File: src/rtl/noc_input_fifo_rx.sv
// rtl/noc_input_fifo_rx.sv - router input port FIFO receiving flits over the RTS/CTS link
module noc_input_fifo_rx #(
  parameter int DATA_WIDTH = 32,
  parameter int DEPTH      = 4
) (
  input  logic                  clk,
  input  logic                  rst,
  input  logic                  DRTS,
  input  logic [DATA_WIDTH-1:0] RX,
  output logic                  CTS,
  input  logic                  read_en_N,
  input  logic                  read_en_E,
  input  logic                  read_en_W,
  input  logic                  read_en_S,
  input  logic                  read_en_L,
  output logic [DATA_WIDTH-1:0] Data_out,
  output logic                  empty,
  output logic                  full
);

  localparam int AW = $clog2(DEPTH);
  localparam logic [AW:0] FULL_COUNT = (AW+1)'(DEPTH);

  logic [DATA_WIDTH-1:0] mem [DEPTH];
  logic [AW-1:0]         wr_ptr;
  logic [AW-1:0]         rd_ptr;
  logic [AW:0]           count;
  logic                  cts_ff;
  logic                  write_en;
  logic                  read_any;
  logic                  read_valid;

  assign empty    = (count == '0);
  assign full     = (count == FULL_COUNT);
  assign Data_out = mem[rd_ptr];
  assign CTS      = cts_ff;

  // cts_ff blocks a second write while the upstream still holds RTS during its grant cycle
  assign write_en   = DRTS & ~cts_ff & ~full;
  assign read_any   = read_en_N | read_en_E | read_en_W | read_en_S | read_en_L;
  assign read_valid = read_any & ~empty;

  always_ff @(posedge clk) begin
    if (write_en) begin
      mem[wr_ptr] <= RX;
    end
  end

  always_ff @(posedge clk or posedge rst) begin
    if (rst) begin
      wr_ptr <= '0;
      rd_ptr <= '0;
      count  <= '0;
      cts_ff <= 1'b0;
    end else begin
      cts_ff <= write_en;
      if (write_en) begin
        wr_ptr <= wr_ptr + AW'(1);
      end
      if (read_valid) begin
        rd_ptr <= rd_ptr + AW'(1);
      end
      case ({write_en, read_valid})
        2'b10:   count <= count + (AW+1)'(1);
        2'b01:   count <= count - (AW+1)'(1);
        default: count <= count;
      endcase
    end
  end

endmodule

File: config.mk
export PLATFORM = sky130hd
export DESIGN_NAME = noc_input_fifo_rx
export DESIGN_NICKNAME = d
export VERILOG_FILES = /design/src/rtl/noc_input_fifo_rx.sv
export SDC_FILE = /design/constraint.sdc
export NUM_CORES = 1
export LEC_CHECK = 0
export ABC_CLOCK_PERIOD_IN_PS = 5800
export CAP_MARGIN = 30
export CORE_MARGIN = 10
export CORE_UTILIZATION = 46
export CTS_BUF_LIST = sky130_fd_sc_hd__clkbuf_4 sky130_fd_sc_hd__clkbuf_8
export CTS_CLUSTER_DIAMETER = 40
export DETAILED_ROUTE_END_ITERATION = 10
export PLACE_DENSITY = 0.67
export REMOVE_ABC_BUFFERS = 1
export SETUP_SLACK_MARGIN = 0.05
export SYNTH_ARGS = -nofsm -noshare
export SYNTH_HDL_FRONTEND = slang
export SYNTH_SLANG_ARGS = --single-unit
export TNS_END_PERCENT = 5
File: constraint.sdc
create_clock -name clk -period 5.8 [get_ports clk]
set_input_delay 1.45 -clock clk [delete_from_list [all_inputs] [get_ports clk]]
set_output_delay 1.45 -clock clk [all_outputs]
set_load 0.02 [all_outputs]
==> results.sh <==
export IMPL_die_y_um=125
export IMPL_clk_latency_ns=0.42
export IMPL_setup_worst_path_start_class="flip-flop"
export IMPL_routed_wl_um=8930
export IMPL_post_drt_via_cell_ratio=5.09
export IMPL_drtIter0Drc=152
export IMPL_fp_row_count=38
export IMPL_wire_per_inst_um=19.9
export IMPL_clock_path_buffers=2
export IMPL_fillCellCount=809
export IMPL_yosysWarnings=0
export IMPL_grt_start_max_net_pins=34
export IMPL_ys_seq_area_share_pct=79.0
export IMPL_min_to="count[2]$_DFFE_PP0P_"
export IMPL_areaGrowthSynthToFinish_pct=25.2
export IMPL_drc=0
export IMPL_via_count=2286
export IMPL_grt_first_pass_wirelength_um=14200
export IMPL_gp_congestion=0.654
export IMPL_cts_resized=0
export IMPL_post_route_min_period_ns=4.23
export IMPL_r2r_start="count[2]$_DFFE_PP0P_"
export IMPL_cts_setup_buffers=0
export IMPL_end_kind="output pin"
export IMPL_clkPwrFrac_pct=25.3
export IMPL_holdPathStages=1
export IMPL_ys_ff_latch=136
export IMPL_cts_inserted_buffers=17
export IMPL_cts_tree="yes"
export IMPL_seqPwrFrac_pct=42.7
export IMPL_most_common_layout_cells="edfxtp_1, clkdlybuf4s50_1, mux4_2"
export IMPL_dr_pass1_iters=5
export IMPL_netlist_area_sq_mm=0.00512
export IMPL_hold_start="count[2]$_DFFE_PP0P_"
export IMPL_slowest_stage="dfrtp_2"
export IMPL_hold_viol=0
export IMPL_p_switching_mw=0.992
export IMPL_antenna_found_initial=0
export IMPL_max_freq_mhz=237
export IMPL_r2r_cells=3
export IMPL_finalClockSkew_ns=0.0154
export IMPL_clk_pin_slew_worst_paths_ns=0.07
export IMPL_postCtsHoldBufs=0
export IMPL_hold_class="reg2reg"
export IMPL_power_density_mw_per_mm2=514
export IMPL_mostFrequentLayoutCell="edfxtp_1"
export IMPL_p_int_mw=2.30
export IMPL_maxCapViolations=0
export IMPL_io_buffers=74
export IMPL_gr_total_overflow=0
export IMPL_maxSlewHeadroom_pct=39.3
export IMPL_grt_usage_pct=11.5
export IMPL_status="completed"
export IMPL_crit_type="reg2out"
export IMPL_final_core_util_pct=58.9
export IMPL_power_leakage_nw=2.12
export IMPL_syn_area_per_cell_sq_um=24.4
export IMPL_grt_pass1_vias=2637
export IMPL_switching_share_pct=30.1
export IMPL_synthCells=210
export IMPL_drive_above_1_share_pct=23.9
export IMPL_synth_distinct_cells=21
export IMPL_cp_data_required_time_ns=4.35
export IMPL_clock_sinks=136
export IMPL_ios=75
export IMPL_cp_slowest_stage_delay_ns=0.85
export IMPL_num_antenna_cells=0
export IMPL_die_area_sq_mm=0.0157
export IMPL_crit_start="rd_ptr[0]$_DFFE_PP0P_"
export IMPL_worstPathCellList="buf_4 > mux4_2 > clkdlybuf4s50_1"
export IMPL_fin_tns_setup_ns=0
export IMPL_post_route_period_util_pct=72.9
export IMPL_combPwrFrac_pct=32.0
export IMPL_hold_ws_ns=0.491
export IMPL_tightest_slew_ns=0.911
export IMPL_nets=342
export IMPL_hpwl_um=5470
export IMPL_reg2reg_slack_ns=3.64
export IMPL_htree_levels=4
export IMPL_cp_arrival_ns=2.78
export IMPL_rsz0062_at_grt="false"
export IMPL_ir_worst_vdd_uv=234
export IMPL_cp_max_fo=22
export IMPL_clockRootBuffer="clkbuf_8"
export IMPL_p_total_mw=3.30
export IMPL_core_sq_mm=0.0109
export IMPL_die_w_um=125
export IMPL_setup_viol=0
export IMPL_slew_viol_final=0
export IMPL_rr_endpoint="mem[2][13]$_DFFE_PP_"
export IMPL_ant_nets=0
export IMPL_initial_core_util_pct=47.0
-- routing by layer --
layer	vias to the layer above	share of wire, %	global-route usage, %
met2	66	49	18.6
met5	-	0	0
met4	0	0.46	3.25
met1	1176	44	13.7
met3	5	6.5	5.11
li1	1039	-	-
-- area by class of cell --
cell class	instances	area [sq um]	share of cell area, %
Multi-Input combinational cell	58	972	15.2
Timing Repair Buffer	75	748	11.7
Tap cell	140	175	2.73
Inverter	8	30.0	0.468
Clock buffer	18	241	3.77
Clock inverter	14	196	3.06
Sequential cell	136	4050	63.1
-- power by group through the flow --
stage | clock network, mW | logic (mW) | registers [mW]
floorplan | 0 | 0.634 | 1.40
global placement | 0 | 1.07 | 1.43
detailed placement | 0 | 1.08 | 1.44
CTS | 0.850 | 1.08 | 1.42
global route | 0.895 | 1.13 | 1.44
finish | 0.834 | 1.05 | 1.41
-- worst max-delay path by stage --
stage	endpoint	depth (start not counted)	slack, ns
2_1_floorplan	Data_out[0]	1	2.24
3_3_place_gp	Data_out[29]	3	1.91
3_5_place_dp	Data_out[29]	3	1.92
4_1_cts	Data_out[3]	3	1.45
5_1_grt	Data_out[26]	3	1.34
6_report	Data_out[3]	3	1.57
-- logic make-up (layout without fill, tap and decap cells) --
| kind of cell | after synthesis | in the layout | synth area share (%) |
|---|---|---|---|
| adder cells (fa/ha/maj) | 6 | 6 | 1.61 |
| XOR/XNOR | 6 | 6 | 1.03 |
| AND/OR/NAND/NOR | 10 | 10 | 1.54 |
| buffers and inverters | 16 | 115 | 2.00 |
| multiplexers | 34 | 34 | 14.6 |
| flip-flops | 136 | 136 | 79.0 |
| AO/OA/AOI/OAI | 2 | 2 | 0.244 |
-- cells in the mapped netlist --
cell type / number / area share, %
nor3b_2: 1 / 0.24
and2_2: 4 / 0.59
xor2_1: 3 / 0.51
xnor2_1: 3 / 0.51
nor2_1: 2 / 0.15
clkbuf_1: 1 / 0.073
mux2i_1: 1 / 0.20
dfrtp_1: 8 / 3.9
nor3b_4: 1 / 0.37
buf_12: 1 / 0.39
ha_1: 5 / 1.2
a21oi_1: 1 / 0.098
fa_1: 1 / 0.39
buf_6: 3 / 0.66
mux2_4: 1 / 0.29
a211oi_1: 1 / 0.15
mux4_2: 32 / 14
inv_1: 8 / 0.59
buf_2: 3 / 0.29
edfxtp_1: 128 / 75
nor3_1: 2 / 0.20
-- critical path, delay by kind of cell, from the launching register on --
family	cells	cell delay, ns
buffers and inverters	2	0.95
multiplexers	1	0.55
flip-flops	1	0.85
-- per-stage QoR --
stage          setup WS [ns]  cells  area [sq um]
2_1_floorplan           2.24    202          5050
3_3_place_gp            1.91    417          5970
3_5_place_dp            1.92    417          5970
4_1_cts                 1.45    449          6410
5_1_grt                 1.34    449          6410
6_report                1.57    449          6410
-- state kept, by name, summed over array words and instances, names as in the netlist --
name    cells
wr_ptr      2
rd_ptr      2
CTS         1
mem       128
count       3
No activity file was read; power rests on OpenSTA's default activity.
